`src/rtl/clk_rst_pkg.sv`:
```
// Shared definitions for the clock/reset sequencer.
//   seq_state_e : sequencer FSM states
//   RETRY_W     : width of the retry counter output
//   cnt_width() : width of the shared state counter, derived from the
//                 longest interval the FSM ever has to count
package clk_rst_pkg;

    typedef enum logic [2:0] {
        RESET_MMCM = 3'd0,
        WAIT_LOCK  = 3'd1,
        STABLE     = 3'd2,
        RELEASE    = 3'd3,
        RUN        = 3'd4
    } seq_state_e;

    localparam int RETRY_W = 8;

    // $clog2 of the largest count needed by any state. Every state counts
    // from 0 up to (interval - 1), so this many bits always suffice.
    function automatic int cnt_width(
        input int rst_cycles,
        input int lock_timeout,
        input int stable_cycles,
        input int num_stages,
        input int stage_gap
    );
        int largest;
        largest = rst_cycles;
        if (lock_timeout > largest)           largest = lock_timeout;
        if (stable_cycles > largest)          largest = stable_cycles;
        if (num_stages * stage_gap > largest) largest = num_stages * stage_gap;
        return $clog2(largest);
    endfunction

endpackage

```
`src/rtl/sync_2ff.sv`:
```
// Two-flop synchronizer for a single asynchronous level signal.
//   clk   : destination clock
//   rst_n : asynchronous active-low reset, both flops clear to 0
//   d     : asynchronous input
//   q     : synchronized output, two clk edges behind d
module sync_2ff (
    input  logic clk,
    input  logic rst_n,
    input  logic d,
    output logic q
);

    logic meta_reg;
    logic sync_reg;

    always_ff @(posedge clk or negedge rst_n) begin
        if (!rst_n) begin
            meta_reg <= 1'b0;
            sync_reg <= 1'b0;
        end else begin
            meta_reg <= d;
            sync_reg <= meta_reg;
        end
    end

    assign q = sync_reg;

endmodule

```
`src/rtl/clk_rst_seq.sv`:
```
// Reset sequencer for the clock wizard and its downstream logic.
// Holds the wizard in reset, waits for a stable lock, then releases the
// downstream resets one stage at a time. Loss of lock re-runs the sequence.
//   sys_clk   : free-running clock, the only clock in this block
//   sys_rst_n : asynchronous active-low reset
//   locked_in : wizard lock indication, asynchronous to sys_clk
//   mmcm_rst  : active-high reset to the wizard
//   rst_n_out : active-low staged resets, bit 0 released first
//   ready     : all stages released and lock held
//   lock_lost : one-cycle pulse on lock loss in STABLE/RELEASE/RUN
//   retry_cnt : saturating count of timeouts plus lock losses
module clk_rst_seq
    import clk_rst_pkg::*;
#(
    parameter int NUM_STAGES    = 3,
    parameter int RST_CYCLES    = 16,
    parameter int LOCK_TIMEOUT  = 100000,
    parameter int STABLE_CYCLES = 1024,
    parameter int STAGE_GAP     = 16
) (
    input  logic                  sys_clk,
    input  logic                  sys_rst_n,
    input  logic                  locked_in,
    output logic                  mmcm_rst,
    output logic [NUM_STAGES-1:0] rst_n_out,
    output logic                  ready,
    output logic                  lock_lost,
    output logic [RETRY_W-1:0]    retry_cnt
);

    localparam int CW_RAW = cnt_width(RST_CYCLES, LOCK_TIMEOUT, STABLE_CYCLES,
                                      NUM_STAGES, STAGE_GAP);
    localparam int CW     = (CW_RAW < 1) ? 1 : CW_RAW;

    localparam logic [CW-1:0] RST_LAST     = CW'(RST_CYCLES - 1);
    localparam logic [CW-1:0] TIMEOUT_LAST = CW'(LOCK_TIMEOUT - 1);
    localparam logic [CW-1:0] STABLE_LAST  = CW'(STABLE_CYCLES - 1);
    localparam logic [CW-1:0] RELEASE_LAST = CW'((NUM_STAGES - 1) * STAGE_GAP);

    logic lock_s;

    seq_state_e              state_reg, state_next;
    logic [CW-1:0]           cnt_reg, cnt_next;
    logic                    mmcm_rst_reg, mmcm_rst_next;
    logic [NUM_STAGES-1:0]   rst_n_reg, rst_n_next;
    logic                    ready_reg, ready_next;
    logic                    lock_lost_reg, lock_lost_next;
    logic [RETRY_W-1:0]      retry_reg, retry_next;
    logic                    retry_inc;

    sync_2ff u_lock_sync (
        .clk   (sys_clk),
        .rst_n (sys_rst_n),
        .d     (locked_in),
        .q     (lock_s)
    );

    // Next-state logic. Lock loss is tested before any count expiry so it
    // always wins over a timeout or a stage release in the same cycle.
    always_comb begin
        state_next     = state_reg;
        cnt_next       = cnt_reg + CW'(1);
        lock_lost_next = 1'b0;
        retry_inc      = 1'b0;

        case (state_reg)
            RESET_MMCM: begin
                if (cnt_reg == RST_LAST) begin
                    state_next = WAIT_LOCK;
                    cnt_next   = '0;
                end
            end
            WAIT_LOCK: begin
                // A lock arriving on the timeout cycle is taken, not retried.
                if (lock_s) begin
                    state_next = STABLE;
                    cnt_next   = '0;
                end else if (cnt_reg == TIMEOUT_LAST) begin
                    state_next = RESET_MMCM;
                    cnt_next   = '0;
                    retry_inc  = 1'b1;
                end
            end
            STABLE: begin
                // A glitch here goes back to waiting without re-resetting
                // the wizard; the timeout window starts over.
                if (!lock_s) begin
                    state_next     = WAIT_LOCK;
                    cnt_next       = '0;
                    lock_lost_next = 1'b1;
                    retry_inc      = 1'b1;
                end else if (cnt_reg == STABLE_LAST) begin
                    state_next = RELEASE;
                    cnt_next   = '0;
                end
            end
            RELEASE: begin
                if (!lock_s) begin
                    state_next     = RESET_MMCM;
                    cnt_next       = '0;
                    lock_lost_next = 1'b1;
                    retry_inc      = 1'b1;
                end else if (cnt_reg == RELEASE_LAST) begin
                    state_next = RUN;
                    cnt_next   = '0;
                end
            end
            RUN: begin
                // Nothing to time in RUN; hold the counter at zero.
                cnt_next = cnt_reg;
                if (!lock_s) begin
                    state_next     = RESET_MMCM;
                    cnt_next       = '0;
                    lock_lost_next = 1'b1;
                    retry_inc      = 1'b1;
                end
            end
            default: begin
                state_next = RESET_MMCM;
                cnt_next   = '0;
            end
        endcase
    end

    // Outputs are decoded from the next state so that each registered output
    // changes on the same edge as the state it belongs to.
    always_comb begin
        mmcm_rst_next = (state_next == RESET_MMCM);
        ready_next    = (state_next == RUN);
        retry_next    = retry_reg;
        if (retry_inc && (retry_reg != {RETRY_W{1'b1}})) begin
            retry_next = retry_reg + RETRY_W'(1);
        end
    end

    // Stage k is released once the RELEASE counter reaches k*STAGE_GAP.
    // The counter only climbs inside RELEASE, so released stages stay high.
    generate
        for (genvar gi = 0; gi < NUM_STAGES; gi++) begin : g_stage
            logic reached;
            if (gi == 0) begin : g_first
                assign reached = 1'b1;
            end else begin : g_rest
                assign reached = (cnt_next >= CW'(gi * STAGE_GAP));
            end
            assign rst_n_next[gi] = (state_next == RUN) ||
                                    ((state_next == RELEASE) && reached);
        end
    endgenerate

    always_ff @(posedge sys_clk or negedge sys_rst_n) begin
        if (!sys_rst_n) begin
            state_reg     <= RESET_MMCM;
            cnt_reg       <= '0;
            mmcm_rst_reg  <= 1'b1;
            rst_n_reg     <= '0;
            ready_reg     <= 1'b0;
            lock_lost_reg <= 1'b0;
            retry_reg     <= '0;
        end else begin
            state_reg     <= state_next;
            cnt_reg       <= cnt_next;
            mmcm_rst_reg  <= mmcm_rst_next;
            rst_n_reg     <= rst_n_next;
            ready_reg     <= ready_next;
            lock_lost_reg <= lock_lost_next;
            retry_reg     <= retry_next;
        end
    end

    assign mmcm_rst  = mmcm_rst_reg;
    assign rst_n_out = rst_n_reg;
    assign ready     = ready_reg;
    assign lock_lost = lock_lost_reg;
    assign retry_cnt = retry_reg;

endmodule

```
`config.mk`:
```
export PLATFORM = sky130hd
export DESIGN_NAME = clk_rst_seq
export DESIGN_NICKNAME = d
export VERILOG_FILES = /design/src/rtl/clk_rst_pkg.sv /design/src/rtl/sync_2ff.sv /design/src/rtl/clk_rst_seq.sv
export SDC_FILE = /design/constraint.sdc
export NUM_CORES = 1
export LEC_CHECK = 0
export BUFFER_PORTS_ARGS = -buffer_cell sky130_fd_sc_hd__buf_2
export CAP_MARGIN = 20
export CORE_ASPECT_RATIO = 2
export CORE_MARGIN = 4
export CORE_UTILIZATION = 55
export CTS_BUF_LIST = sky130_fd_sc_hd__clkbuf_4 sky130_fd_sc_hd__clkbuf_8
export DETAILED_ROUTE_END_ITERATION = 8
export PLACE_DENSITY = 0.81
export SYNTH_ARGS = -nofsm -noshare
export SYNTH_HDL_FRONTEND = slang
export SYNTH_SLANG_ARGS = --single-unit
```
`constraint.sdc`:
```
create_clock -name sys_clk -period 2.4 [get_ports sys_clk]
set_input_delay 0.6 -clock sys_clk [delete_from_list [all_inputs] [get_ports sys_clk]]
set_output_delay 0.6 -clock sys_clk [all_outputs]
set_load 0.05 [all_outputs]
```
==> parameters.txt <==
Parameter                              Value

Worst setup path
  Worst Setup End Kind    flop
  Origin of the critical flop-to-flop path    cnt_reg[4]
  Startpoint kind of the worst setup timing path    flop
  Data required time of the worst path    2580 ps
  Slack of the worst reg-to-reg path    -30 ps
  Data arrival time at the worst-slack endpoint    between 2000 and 3000 ps
  Critical path class    reg2reg
  Reg-to-Reg End    rst_n_out[1]
  Worst R2R Path Depth    10
  Maximum net fanout on the critical path    6

Global routing
  Global routing usage on met1    between 20% and 30%
  Congestion Overflow GR    0
  Antenna violations before repair    0
  GR Layer Usage met3    between 3 and 4%
  Overall global routing resource usage    between 20% and 30%
  Pin count of the biggest net entering global routing    37
  Global-route wire length before repair    approximately 9200 µm
  GR Layer Usage met2    between 40% and 50%
  Busiest metal layer after global routing    met2
  Number of global-route vias before repair    a little under 2000

Synth
  EDFF count, synth    0
  Arithmetic-cell share of the synthesized area counting full adders, half adders and majority gates    under 10%
  Simple-Gate Fraction of Synth Area    between 20% and 30%
  Post-Syn Instances    approximately 240
  Part of the Yosys area used for sequential elements    42.0%
  Proportion of netlist area held by the largest area contributor    just over 40%
  Combinational family with the most area after synthesis    simple AND/OR/NAND/NOR gates
  Synthesized Nets    roughly 240
  Most used DFF post-synth    sky130_fd_sc_hd__dfrtp_1
  Mux cell area share after synthesis    1.52%
  Ys Warns    0
  Mean instance size in the synthesized netlist    9.10 µm²
  Count of cell types in the netlist    53
  Number of flip-flops and latches in the synthesized netlist    36
  Share of the synthesized netlist area taken by xor and xnor gates    about 3.7%
  Synth Area in Compound Gates    a little under a fifth
  Area of the mapped netlist    ~2100 µm²
  Share of synthesized flip-flops with an asynchronous set or reset    100%
  Library cell with the largest summed area after synthesis    sky130_fd_sc_hd__dfrtp_1
  Area contributors post-synth    sky130_fd_sc_hd__dfrtp_1, sky130_fd_sc_hd__o21ai_0, sky130_fd_sc_hd__nand2_1

Final layout
  Number of flip-flops in the largest register    17
  Core utilization of the finished layout    72.8%
  Fraction of final layout cells with drive strength greater than 1    a little under a third
  Antenna diode count    0
  Synth-to-layout area growth    24.9%
  Net count of the finished layout    ~280
  Post-route non-filler standard cell count    ~330

STA
  Worst Clk Skew    5.55 ps
  Actual slew at the worst max-slew pin    between 700 and 800 ps
  Share of the clock period used by the worst path    101%
  Min setup slack post-route    -33.3 ps
  Final Max Slew Viols    0
  Final number of setup-violating endpoints    2
  Highest Clock Rate    around 400 MHz
  Worst slew margin relative to its limit    about half
  Final Critical Period    2430 ps
  Final-layout setup total negative slack    -46.7 ps
  Setup repair after global routing missed its margin    yes
  Final hold violation count    0

Power
  Overall power    around 0.0023 W
  Leakage power of the design    about 1.2 nW
  Pwr/cell area    approximately 840 nW/µm²
  Worst supply voltage drop on vdd    about 0.76 mV

Job
  Number of max-cap violations    0

Clock tree
  Number of buffers on the longest clock path    2
  Clock sinks    36
  Master cell of the clock root buffer    sky130_fd_sc_hd__clkbuf_8
  Clock insertion delay at the later pin of the skew report    between 200 and 300 ps
  Register clock-pin slew on the reported worst setup and hold paths    ~80 ps
  CTS Hold Bufs    0
  TritonCTS clock tree    done
  H-tree levels    2
  Inserted Clock Buffers    5

Route
  Remaining DRCs    0
  Pre-Repair DR Iteration Count    4
  Number of vias per cell    5.94
  Number of nets still failing antenna checks after routing    0
  Routed Wire Length    approximately 5600 µm
  Drt first-iter violations    approximately 100
  Routed length per instance    approximately 17 µm
  Count of vias placed by the detailed router    1947

Place
  Global placer's final weighted congestion    about 0.9
  HPWL after DPL    around 4100 µm
  Placed Cells    approximately 320
  Port-buffer cells    16

Worst hold path
  Hold path startpoint    u_lock_sync.meta_reg
  Hold EP    u_lock_sync.q
  Hold path depth    0
  Worst hold path class    reg2reg

Floorplanning
  Horizontal die dimension    52.2 µm
  Site Rows    31
  Die height    between 90 and 100 µm
  Area enclosed by the die boundary    5030 µm²
  Number of top-level pins    17
  Initial standard-cell utilization of the core    between 50 and 60%
  Floorplan core area    3680 µm²

Run status
  Violations in the final reports    negative setup slack
  Status    finished, violations left
## metal layers
metal | routed length, µm | up-vias | part of all wire [%]
met1 | 2090 | 935 | 37
li1 | - | 939 | -
met4 | 181 | 0 | 3.2
met2 | 3150 | 60 | 56
met3 | 177 | 13 | 3.2
met5 | 0 | - | 0
## critical path, cell delays in order, from the launching register on
cell	delay, ps
sky130_fd_sc_hd__dfrtp_1	430
sky130_fd_sc_hd__nor4_2	280
sky130_fd_sc_hd__buf_4	170
sky130_fd_sc_hd__nand3_4	80
sky130_fd_sc_hd__or3_4	400
sky130_fd_sc_hd__a22oi_4	180
sky130_fd_sc_hd__and3_4	260
sky130_fd_sc_hd__buf_12	120
sky130_fd_sc_hd__a32oi_2	50
sky130_fd_sc_hd__a211oi_2	240
sky130_fd_sc_hd__a21oi_1	100
## layout make-up
type | count | area [µm²]
Sequential cell | 36 | 902
Timing Repair Buffer | 51 | 372
Inverter | 8 | 30.0
Clock buffer | 5 | 68.8
Fill cell | 255 | 1000
Tap cell | 49 | 61.3
Multi-Input combinational cell | 176 | 1200
Clock inverter | 3 | 42.5
## what timing repair did
action                                  CTS  global route
gates cloned                              0             0
gates resized for setup                   5            21
setup buffers                             1             2
pin swaps                                 6            12
endpoints found under the hold margin     0             0
endpoints found under the setup margin    2            25
## power by group
part	total, W	internal, W	leakage (nW)	switching (W)
logic	0.000904	0.000364	0.661	0.000540
clock network	0.000534	0.000307	0.0541	0.000227
registers	0.000817	0.000705	0.482	0.000112
total	0.00226	0.00138	1.20	0.000879
## logic make-up (layout without fill, tap and decap cells)
logic type,after synthesis,count (layout)
DFF,36,36
adders and majority gates,3,3
and+or+nand+nor,106,106
AOI/OAI and AO/OA,55,55
muxes,3,3
buffers and inverters,24,67
xor gates and xnor gates,9,9
## cell usage after synthesis (2+ instances only)
cell type                   instances
sky130_fd_sc_hd__o22ai_1            2
sky130_fd_sc_hd__and2_1             2
sky130_fd_sc_hd__nand3_1           12
sky130_fd_sc_hd__or3_4              2
sky130_fd_sc_hd__dfrtp_1           35
sky130_fd_sc_hd__o21bai_1           2
sky130_fd_sc_hd__buf_2              9
sky130_fd_sc_hd__nand4_1            8
sky130_fd_sc_hd__a21oi_1            6
sky130_fd_sc_hd__o31ai_1            6
sky130_fd_sc_hd__nand2b_1           2
sky130_fd_sc_hd__clkbuf_1           4
sky130_fd_sc_hd__nor3_1             8
sky130_fd_sc_hd__nor4_1             5
sky130_fd_sc_hd__ha_1               3
sky130_fd_sc_hd__nand2_1           30
sky130_fd_sc_hd__and3_1             8
sky130_fd_sc_hd__nor3_2             2
sky130_fd_sc_hd__o41ai_1            3
sky130_fd_sc_hd__nor2b_1            2
sky130_fd_sc_hd__nor2_1            15
sky130_fd_sc_hd__xor2_1             3
sky130_fd_sc_hd__inv_1              8
sky130_fd_sc_hd__xnor2_1            6
sky130_fd_sc_hd__nand4bb_1          2
sky130_fd_sc_hd__o21ai_0           24
## worst max-delay path by stage
stage	startpoint	to	slack, ps
final	cnt_reg[4]	rst_n_out[1]	-30
after detailed placement	cnt_reg[8]	rst_n_out[1]	-30
after global placement	cnt_reg[15]	rst_n_out[1]	9
after global routing	cnt_reg[4]	rst_n_out[1]	-150
after CTS	cnt_reg[0]	rst_n_out[1]	7
after floorplan	cnt_reg[8]	rst_n_out[1]	140
## placed cells by master (no fill, tap or decap), types with 3 or more instances in the layout
cell type,count
sky130_fd_sc_hd__dfrtp_1,35
sky130_fd_sc_hd__buf_4,32
sky130_fd_sc_hd__nand2_1,30
sky130_fd_sc_hd__buf_2,16
sky130_fd_sc_hd__nor2_1,15
sky130_fd_sc_hd__o21ai_1,13
sky130_fd_sc_hd__o21ai_0,12
sky130_fd_sc_hd__nand3_1,10
sky130_fd_sc_hd__inv_1,8
sky130_fd_sc_hd__nand4_1,8
sky130_fd_sc_hd__and3_1,8
sky130_fd_sc_hd__nor3_1,6
sky130_fd_sc_hd__o31ai_1,6
sky130_fd_sc_hd__xnor2_1,6
sky130_fd_sc_hd__clkbuf_8,5
sky130_fd_sc_hd__nor3_2,4
sky130_fd_sc_hd__a21oi_1,4
sky130_fd_sc_hd__nor4_2,3
sky130_fd_sc_hd__o41ai_1,3
sky130_fd_sc_hd__xor2_1,3
sky130_fd_sc_hd__ha_1,3
## stage by stage
step | hold slack [ps] | setup WS [ps] | instance area (µm²)
6_report | 350 | -33.3 | 2680
4_1_cts | 353 | 6.86 | 2620
3_3_place_gp | 335 | 8.88 | 2470
2_1_floorplan | 304 | 139 | 2150
3_5_place_dp | 336 | -26.0 | 2470
5_1_grt | 360 | -150 | 2680
(Power assumes the default switching activity.)
